**src/rtl/mod47_pkg.sv**
```systemverilog
// Shared types and helpers for the mod-47 residue datapath.
package mod47_pkg;

  localparam int unsigned MODULUS = 47;
  localparam int unsigned RES_W   = 6;

  typedef logic [RES_W-1:0] residue_t;
  typedef enum logic {IDLE, ACC} acc_state_t;

  localparam residue_t MOD_R = residue_t'(MODULUS);

  // Folds any 6-bit value into 0..46; 47..63 map to 0..16.
  function automatic residue_t reduce6(residue_t v);
    return (v >= MOD_R) ? residue_t'(v - MOD_R) : v;
  endfunction

endpackage

```
**src/rtl/mod47_add.sv**
```systemverilog
// Combinational modular adder: y = (a + b) mod 47, with a and b already in 0..46.
module mod47_add
  import mod47_pkg::*;
(
  input  residue_t a,
  input  residue_t b,
  output residue_t y
);

  logic [RES_W:0] sum;
  logic [RES_W:0] mod_w;

  always_comb begin
    mod_w = {1'b0, MOD_R};
    sum   = {1'b0, a} + {1'b0, b};
    if (sum >= mod_w) begin
      y = residue_t'(sum - mod_w);
    end else begin
      y = sum[RES_W-1:0];
    end
  end

endmodule

```
**src/rtl/mod47_frame_accumulator.sv**
```systemverilog
// Frame-wise mod-47 accumulator with saturating beat count and registered result slot.
// Optional MOD47_RANGE_CHECK_EN adds out_err, flagging frames that carried any term >= 47.
module mod47_frame_accumulator
  import mod47_pkg::*;
#(
  parameter int unsigned CNT_W = 10
) (
  input  logic             clk,
  input  logic             rst,
  input  logic             in_valid,
  output logic             in_ready,
  input  logic [5:0]       in_data,
  input  logic             in_last,
  output logic             out_valid,
  input  logic             out_ready,
  output logic [5:0]       out_data,
  output logic [CNT_W-1:0] out_count
`ifdef MOD47_RANGE_CHECK_EN
  ,
  output logic             out_err
`endif
);

  acc_state_t       state;
  residue_t         acc;
  logic [CNT_W-1:0] cnt;

  logic             accept;
  residue_t         term;
  residue_t         base;
  residue_t         sum;
  logic [CNT_W-1:0] base_cnt;
  logic [CNT_W-1:0] cnt_inc;

  assign in_ready = !out_valid || out_ready;
  assign accept   = in_valid && in_ready;

  // IDLE starts a fresh frame, so base and count both come from zero there.
  always_comb begin
    term     = reduce6(in_data);
    base     = (state == ACC) ? acc : '0;
    base_cnt = (state == ACC) ? cnt : '0;
    cnt_inc  = (base_cnt == '1) ? base_cnt : base_cnt + 1'b1;
  end

  mod47_add u_add (
    .a (base),
    .b (term),
    .y (sum)
  );

`ifdef MOD47_RANGE_CHECK_EN
  logic err_flag;
  logic err_next;

  always_comb begin
    err_next = ((state == ACC) ? err_flag : 1'b0) || (in_data >= MOD_R);
  end

  always_ff @(posedge clk) begin
    if (rst) begin
      err_flag <= 1'b0;
      out_err  <= 1'b0;
    end else if (accept) begin
      if (in_last) begin
        err_flag <= 1'b0;
        out_err  <= err_next;
      end else begin
        err_flag <= err_next;
      end
    end
  end
`endif

  always_ff @(posedge clk) begin
    if (rst) begin
      state     <= IDLE;
      acc       <= '0;
      cnt       <= '0;
      out_valid <= 1'b0;
      out_data  <= '0;
      out_count <= '0;
    end else begin
      // A publish in the drain cycle keeps out_valid high with the new result.
      if (out_valid && out_ready) begin
        out_valid <= 1'b0;
      end
      if (accept) begin
        if (in_last) begin
          out_valid <= 1'b1;
          out_data  <= sum;
          out_count <= cnt_inc;
          acc       <= '0;
          cnt       <= '0;
          state     <= IDLE;
        end else begin
          acc       <= sum;
          cnt       <= cnt_inc;
          state     <= ACC;
        end
      end
    end
  end

endmodule

```
**config.mk**
```make
export PLATFORM = sky130hd
export DESIGN_NAME = mod47_frame_accumulator
export DESIGN_NICKNAME = d
export VERILOG_FILES = /design/src/rtl/mod47_pkg.sv /design/src/rtl/mod47_add.sv /design/src/rtl/mod47_frame_accumulator.sv
export SDC_FILE = /design/constraint.sdc
export NUM_CORES = 1
export LEC_CHECK = 0
export ABC_AREA = 1
export CAP_MARGIN = 15
export CORE_MARGIN = 4
export CORE_UTILIZATION = 49
export CTS_CLUSTER_DIAMETER = 120
export DETAILED_ROUTE_END_ITERATION = 6
export PLACE_DENSITY = 0.75
export REMOVE_ABC_BUFFERS = 1
export SLEW_MARGIN = 20
export SYNTH_ARGS = -nofsm -noshare
export SYNTH_HDL_FRONTEND = slang
export SYNTH_SLANG_ARGS = --single-unit
export TNS_END_PERCENT = 5
```
**constraint.sdc**
```tcl
create_clock -name clk -period 3.1 [get_ports clk]
set_input_delay 0.62 -clock clk [delete_from_list [all_inputs] [get_ports clk]]
set_output_delay 0.62 -clock clk [all_outputs]
set_load 0.01 [all_outputs]
```
==> results.toml, run 1 <==
[clock_tree]
path_clk_slew_ps = 70
tritoncts = "built"
clkLatencyLatePin_ps = 280
clock-sinks = 34
cts_inserted_buffers = 5
htreeDepth = 2
clock_path_buffers = 2
cts_root_buffer = "clkbuf_8"

[global_routing]
grt_usage = 0.211
first_global_vias = 2045
antenna_found_initial = 0
grt_first_pass_wirelength_mm = 9.06
grt_max_degree = 18
globalRouteOverflowTotal = 0

[sta]
setup_violations = 0
fin_skew_ps = 4.68
finalMaxSlewViolations = 0
setup_tns_ps = 0
slew_headroom = 0.651
post-route-period-util = 0.984
period_needed_ps = 3050
hold_viol_final = 0
worst_slew_pin_slew_ps = 524
clock.fmax_ghz = 0.328
hold_ws_ps = 454

[setup_path]
crit_fanout = 6
worstSetupPathType = "input pin to flip-flop"
critPathLaunchType = "input pin"
endpoint_kind = "flip-flop"
cp.arrival_ps = 3230
cp.required_ps = 3280

[routing]
firstDrtPassIters = 4
drtIter0Drc = 191
antenna_left = 0
vias = 2157
routed_wl_mm = 5.66
detail_route.vias_per_cell = 5.35
post_drt_wl_per_cell_um = 14.0
route.detailed.drc = 0

[final_layout]
final_layout_size_suffix_gt1_frac = 0.263
final_cell_mix = "92 x nand2_1, 34 x dfxtp_1, 30 x inv_1"
multi_input_area_mm2 = 0.00147
num-fill-cells = 305
antennaDiodeCount = 0
layout_commonest_cell = "nand2_1"
syn2layout_area_growth_pct = 38.4
fin_area_mm2 = 0.00292
seqCellArea_um2 = 681
finalNetCount = 373
fin_cells = 403

[synth]
synth_top_area_frac = 0.322
yosys-top-cells-area = "dfxtp_1 32%, nand2_1 18%, nand3_1 6.6%, inv_1 6.0%, ha_1 5.3%"
seq_area_frac_synth = 0.322
synthCells = 300
netlist_area_mm2 = 0.00211
synth_top_area_cell = "dfxtp_1"
ys_ff_latch = 34
synth_cell_types = 34
synth.avg_cell_area_um2 = 7.04
yosys_warnings = 0

[run]
maxCapViolations = 0

[die]
core_mm2 = 0.00409
initial_utilization = 0.517
die_w_um = 73.7
die_area_mm2 = 0.00542
pin_count = 29
die_h_um = 73.7
fp-row-count = 23

[pwr]
p_leak_nw = 1.45
vdd_drop_max_uv = 344
p_per_area_mw_per_mm2 = 356
finalPower_mw = 1.04

[place]
postPlaceCellArea_mm2 = 0.00253
dp.cells = 386
hpwl_mm = 3.51
io_buffer_count = 28
gp_congestion = 0.836

[run_status]
status = "complete, no violations"

[min_path]
hold_path.class = "flip-flop to flip-flop"
==> critical path: stages <==
cell     delay [ps]
buf_4           130
ha_4            160
inv_4            60
nor3_4           40
o21ai_2         170
buf_6           150
mux2_4          330
fa_2            620
ha_4            150
inv_2            50
nor2_4          100
nand3_2         110
nand3_2         100
nand2_4         100
nand2_8         130
nand2_2          70
nand3_1          70
nand2_1          60
==> power by group <==
| part | switching, mW | leakage (nW) | internal (mW) | total, mW |
|---|---|---|---|---|
| sequential | 0.00815 | 0.276 | 0.449 | 0.457 |
| combinational | 0.140 | 1.13 | 0.108 | 0.248 |
| clock | 0.157 | 0.0482 | 0.179 | 0.337 |
==> synth_stat cells <==
| master | number |
|---|---|
| nand2_1 | 99 |
| dfxtp_1 | 34 |
| inv_1 | 34 |
| nand3_1 | 28 |
| a21oi_1 | 19 |
| nor2_1 | 10 |
| ha_1 | 9 |
| xor2_1 | 9 |
| a22o_1 | 7 |
| nand2_2 | 6 |
| nand3_2 | 5 |
| buf_2 | 4 |
| nand4_1 | 4 |
| clkbuf_1 | 3 |
| nand2_4 | 3 |
| nand3b_1 | 3 |
| a21oi_2 | 2 |
| nor2_2 | 2 |
| nor3_4 | 2 |
| o21ai_0 | 2 |
| xnor2_1 | 2 |
| a21o_1 | 1 |
| a21oi_4 | 1 |
| buf_6 | 1 |
| clkinv_1 | 1 |
| fa_1 | 1 |
| inv_2 | 1 |
| mux2_2 | 1 |
| nor2_4 | 1 |
| nor3_1 | 1 |
| nor3b_1 | 1 |
| o21ai_1 | 1 |
| o31ai_1 | 1 |
| or2_2 | 1 |
==> stage by stage <==
step | setup slack, ps | utilization
after floorplan | 31.4 | -
after global placement | -541 | 0.620
after detailed placement | -626 | 0.620
after CTS | 5.06 | 0.660
after global routing | -28.8 | 0.716
final | 49.3 | 0.716
==> path summary, 6_finish.rpt <==
path | start | to | slack, ps | cells after the start
min reg2reg | out_count[1] | out_count[1] | 450 | 2
min | out_count[1] | out_count[1] | 450 | 2
max | in_data[1] | out_data[4] | 50 | 18
max reg2reg | state | acc[2] | 670 | 12
==> logic make-up after synthesis <==
logic type,count (synthesis),synth area share
buf+inv,44,0.0841
simple gates,166,0.376
xor+xnor,11,0.0456
mux,1,0.00533
compound gates,34,0.104
fa+ha+maj,10,0.0628
flops,34,0.322
==> layout make-up <==
| type | instances | share of cell area |
|---|---|---|
| Inverter | 36 | 0.0471 |
| Clock inverter | 1 | 0.00171 |
| Timing Repair Buffer | 53 | 0.166 |
| Clock buffer | 7 | 0.0295 |
| Multi-Input combinational cell | 222 | 0.501 |
| Sequential cell | 34 | 0.233 |
| Tap cell | 50 | 0.0214 |
==> sequential cells by signal (all words and copies together), names as in the netlist <==
name,cells
cnt,10
out_count,10
acc,6
out_data,6
out_valid,1
state,1
==> metal layers <==
metal	part of all wire	GRT usage	wire, um	up-vias
met1	0.45	0.278	2540	998
met4	0.019	0.0584	106	0
li1	-	-	-	1071
met3	0.058	0.0479	330	15
met2	0.47	0.344	2690	73
met5	0	0	0	-
==> what timing repair did <==
action / CTS / global route
resized for setup: 21 / 44
cloned: 0 / 0
pin swaps: 11 / 22
buffers inserted: 3 / 6
hold buffers: 0 / 0
endpoints found under the setup margin: 12 / 12
Note: power is estimated with default switching activity, not from simulation.
==> run 2: changes to the inputs <==
--- a/config.mk
+++ b/config.mk
@@ -11,9 +11,8 @@
 export CORE_UTILIZATION = 49
 export CTS_CLUSTER_DIAMETER = 120
 export DETAILED_ROUTE_END_ITERATION = 6
-export PLACE_DENSITY = 0.75
+export PLACE_DENSITY = 0.86
 export REMOVE_ABC_BUFFERS = 1
-export SLEW_MARGIN = 20
 export SYNTH_ARGS = -nofsm -noshare
 export SYNTH_HDL_FRONTEND = slang
 export SYNTH_SLANG_ARGS = --single-unit
==> results.toml, run 2 (same netlist as run 1, synthesis figures left out) <==
[run_status]
status = "complete, but fails checks"
violations = "setup timing"

[place]
gp_congestion = 0.847
dp.cells = 388
post-place-ws_ps = -710
io_buffer_count = 28
hpwl_mm = 3.58

[sta]
setup_slack_ps = -143
finalMaxSlewViolations = 0
post-route-period-util = 1.05
slew_headroom = 0.630
setup_tns_ps = -790
clock.fmax_ghz = 0.308
period_needed_ps = 3240
setup_violations = 11
fin_skew_ps = 6.43
hold_viol_final = 0
worst_slew_pin_slew_ps = 554
rsz0062_at_grt = "true"

[pwr]
clockPowerShare = 0.332
p_switching_mw = 0.306
internal_power_mw = 0.726
p_comb_frac = 0.226
vdd_drop_max_uv = 284
seqPwrFrac = 0.442
p_per_area_mw_per_mm2 = 359
p_sw_frac = 0.297
finalPower_mw = 1.03
p_leak_nw = 1.43

[clock_tree]
cts_root_buffer = "clkbuf_8"
path_clk_slew_ps = 70
clkLatencyLatePin_ps = 290
htreeDepth = 2
cts_inserted_buffers = 5
tritoncts = "built"
clock-sinks = 34
clock_path_buffers = 2
postCtsHoldBufs = 0

[die]
die_area_mm2 = 0.00542
die_h_um = 73.7
initial_utilization = 0.517
pin_count = 29
die_w_um = 73.7
core_mm2 = 0.00409
fp-row-count = 23

[setup_path]
crit_slowest_cell = "fa_2"
worstSetupPathType = "input pin to flip-flop"
cp.required_ps = 3300
endpoint_kind = "flip-flop"
max_stage_delay_ps = 570
crit_family = "simple AND/OR/NAND/NOR gates"
crit_fanout = 6
cp.arrival_ps = 3440
worstPathCellList = "buf_4 > ha_4 > inv_4 > nor3_4 > o21ai_2 > buf_4 > xor2_1 > inv_1 > ha_4 > fa_2 > nand2_1 > nor2_2 > nand3_2 > nand3_2 > nand2_4 > nand3_2 > nand3_2 > a21oi_1"
crit_buf_inv = 4
critPathLaunchType = "input pin"
critPathMostFrequentCell = "nand3_2"

[final_layout]
final_layout_size_suffix_gt1_frac = 0.246
layout_commonest_cell = "nand2_1"
num-fill-cells = 307
reg_top3 = "cnt (10), out_count (10)"
final_cell_mix = "94 x nand2_1, 34 x dfxtp_1, 31 x inv_1"
antennaDiodeCount = 0
fin_cells = 404
syn2layout_area_growth_pct = 36.1
fin_util = 0.703
finalNetCount = 374

[routing]
vias = 2220
route.met3.wl_um = 392
detail_route.vias_per_cell = 5.50
post_drt_wl_per_cell_um = 15.1
antenna_left = 0
routed_wl_mm = 6.09
routedLengthMet1_mm = 2.61
firstDrtPassIters = 5
drtIter0Drc = 168
dr.max_layer_used = "met4"
dr_wl_met2_mm = 2.84
route.detailed.drc = 0

[global_routing]
grt_max_degree = 18
first_global_vias = 2101
globalRouteOverflowTotal = 0
grt_usage = 0.212
grt_first_pass_wirelength_mm = 8.99
antenna_found_initial = 0

[run]
maxCapViolations = 0

[min_path]
hold_path.class = "flip-flop to flip-flop"
run 2: path summary, 6_finish.rpt:
path                 from           end  slack [ps]  cells after the start
min          out_count[9]  out_count[9]         460                      2
max reg2reg         state        acc[4]         570                     15
min reg2reg  out_count[9]  out_count[9]         460                      2
max            in_data[1]        acc[4]        -140                     18
run 2: metrics by stage:
stage | hold WS (ps) | instance area (um^2)
5_1_grt | 477 | 2870
3_3_place_gp | 437 | 2550
4_1_cts | 458 | 2710
6_report | 456 | 2870
2_1_floorplan | 439 | 2070
3_5_place_dp | 439 | 2550
run 2: final cells by class:
class | instances | area (um^2) | share of cell area
inverters | 36 | 138 | 0.0479
repair buffers | 54 | 490 | 0.171
flip-flops and latches | 34 | 681 | 0.237
clock inverters | 2 | 12.5 | 0.00435
clock buffers | 6 | 82.6 | 0.0287
well taps | 50 | 62.6 | 0.0218
multi-input cells | 222 | 1410 | 0.490
run 2: repair_timing:
| action | 4_1_cts | 5_1_grt |
|---|---|---|
| cloned | 0 | 0 |
| setup endpoints to repair | 12 | 11 |
| setup buffers | 2 | 6 |
| pin swaps | 11 | 16 |
| gates resized for setup | 26 | 26 |
run 2: power by group through the flow:
stage | Combinational (mW) | Clock (mW) | Sequential [mW]
2_1_floorplan | 0.0961 | 0 | 0.471
3_3_place_gp | 0.177 | 0 | 0.465
3_5_place_dp | 0.181 | 0 | 0.466
4_1_cts | 0.194 | 0.347 | 0.456
5_1_grt | 0.248 | 0.361 | 0.457
6_report | 0.233 | 0.342 | 0.456
run 2: layer usage:
metal,global-route usage,vias up
met2,0.322,109
li1,-,1070
met1,0.279,1014
met5,0,-
met3,0.0561,27
met4,0.0946,0
run 2: worst register-to-register path: stages (launching register included):
cell     delay (ps)
dfxtp_1         390
buf_4           250
nand2_1         120
inv_1           100
ha_1            300
nand2_1         100
nand2_1          70
inv_1            60
nand3_1         150
nand3_2         160
nand3_2         140
nand2_4         160
nand2_8          90
nand2_4          80
nand3_2          70
a21oi_1         200
==> run 3: changes to the inputs <==
--- a/config.mk
+++ b/config.mk
@@ -13,6 +13,7 @@
 export DETAILED_ROUTE_END_ITERATION = 6
 export PLACE_DENSITY = 0.86
 export REMOVE_ABC_BUFFERS = 1
+export SKIP_CTS_REPAIR_TIMING = 1
 export SYNTH_ARGS = -nofsm -noshare
 export SYNTH_HDL_FRONTEND = slang
 export SYNTH_SLANG_ARGS = --single-unit
==> results.toml, run 3 (same netlist as run 1, synthesis figures left out) <==
[setup_path]
crit_start = "in_data[1]"
cp.arrival_ps = 3360
rrSetupSlack_ps = 660
crit_fanout = 6
endpoint_kind = "flip-flop"
ff2ff_path_depth = 15
worstSetupPathType = "input pin to flip-flop"
critPathLaunchType = "input pin"
cp.required_ps = 3280
cp-endpoint = "acc[0]"
regToRegEndpoint = "acc[0]"
regToRegStartpoint = "state"

[sta]
setup_tns_ps = -209
finalMaxSlewViolations = 0
fin_skew_ps = 5.64
setup_violations = 8
hold_ws_ps = 456
post-route-period-util = 1.02
clock.fmax_ghz = 0.315
slew_headroom = 0.636
setup_slack_ps = -72.4
period_needed_ps = 3170
hold_viol_final = 0
worst_slew_pin_slew_ps = 545

[global_routing]
first_global_vias = 2080
grt_usage = 0.204
grt_max_degree = 18
grt_first_pass_wirelength_mm = 8.71
antenna_found_initial = 0
globalRouteOverflowTotal = 0

[final_layout]
fin_area_mm2 = 0.00288
finalNetCount = 374
final_layout_size_suffix_gt1_frac = 0.251
seqCellArea_um2 = 681
fin_util = 0.705
syn2layout_area_growth_pct = 36.4
reg_top3 = "cnt (10), out_count (10)"
fin_cells = 404
layout_commonest_cell = "nand2_1"
multi_input_area_mm2 = 0.00142
num-fill-cells = 303
antennaDiodeCount = 0
final_cell_mix = "92 x nand2_1, 34 x dfxtp_1, 33 x inv_1"

[clock_tree]
path_clk_slew_ps = 70
htreeDepth = 2
cts_root_buffer = "clkbuf_8"
clock_path_buffers = 2
cts_inserted_buffers = 5
clkLatencyLatePin_ps = 290
clock-sinks = 34
tritoncts = "built"

[routing]
routedLengthMet1_mm = 2.56
vias = 2241
antenna_left = 0
firstDrtPassIters = 5
drtIter0Drc = 188
dr_wl_met2_mm = 2.99
dr.max_layer_used = "met4"
routed_wl_mm = 6.22
route.detailed.drc = 0
post_drt_wl_per_cell_um = 15.4
detail_route.vias_per_cell = 5.55
route.met3.wl_um = 431

[place]
postPlaceCellArea_mm2 = 0.00255
dp.cells = 388
hpwl_mm = 3.58
io_buffer_count = 28
post-place-ws_ps = -710
gp_congestion = 0.847

[pwr]
p_leak_nw = 1.44
finalPower_mw = 1.04
vdd_drop_max_uv = 298
p_per_area_mw_per_mm2 = 360

[die]
initial_utilization = 0.517
die_h_um = 73.7
fp-row-count = 23
core_mm2 = 0.00409
die_area_mm2 = 0.00542
pin_count = 29
die_w_um = 73.7

[run_status]
violations = "setup timing"
status = "complete, but fails checks"

[min_path]
hold_path.class = "flip-flop to flip-flop"

[run]
maxCapViolations = 0
## run 3: report_power, final
part / internal, mW / leakage [nW] / switching (mW)
logic: 0.100 / 1.12 / 0.136
registers: 0.449 / 0.276 / 0.00732
clock network: 0.178 / 0.0472 / 0.168
total: 0.727 / 1.44 / 0.311
## run 3: layout make-up
type	instances	area share
multi-input combinational	222	0.492
sequential	34	0.236
timing repair buffer	54	0.169
inverter	36	0.0478
clock buffer	6	0.0287
tap	50	0.0217
clock inverter	2	0.00434
## run 3: worst max-delay path, stage by stage
cell and delay, ps:
buf_4 130, ha_4 160, inv_4 60, nor3_4 40
o21ai_2 250, buf_4 160, mux2_4 310, fa_2 580
buf_4 140, nand2_2 60, nor2_2 110, nand3_2 130
nand3_2 130, nand2_4 110, nand2_8 140, nand2_2 70
nand3_1 110, a21oi_2 70
## run 3: worst min path at each step
stage | from | endpoint | depth (start not counted)
floorplan | acc[0] | acc[0] | 2
global route | out_data[5] | out_data[5] | 2
global placement | out_count[9] | out_count[9] | 2
finish | out_count[9] | out_count[9] | 2
CTS | out_count[9] | out_count[9] | 2
detailed placement | out_data[2] | out_data[2] | 2
## run 3: per-layer routing
metal | track usage | vias to the layer above
met1 | 0.265 | 1019
met5 | 0 | -
met3 | 0.0547 | 27
met4 | 0.0865 | 0
li1 | - | 1073
met2 | 0.316 | 122
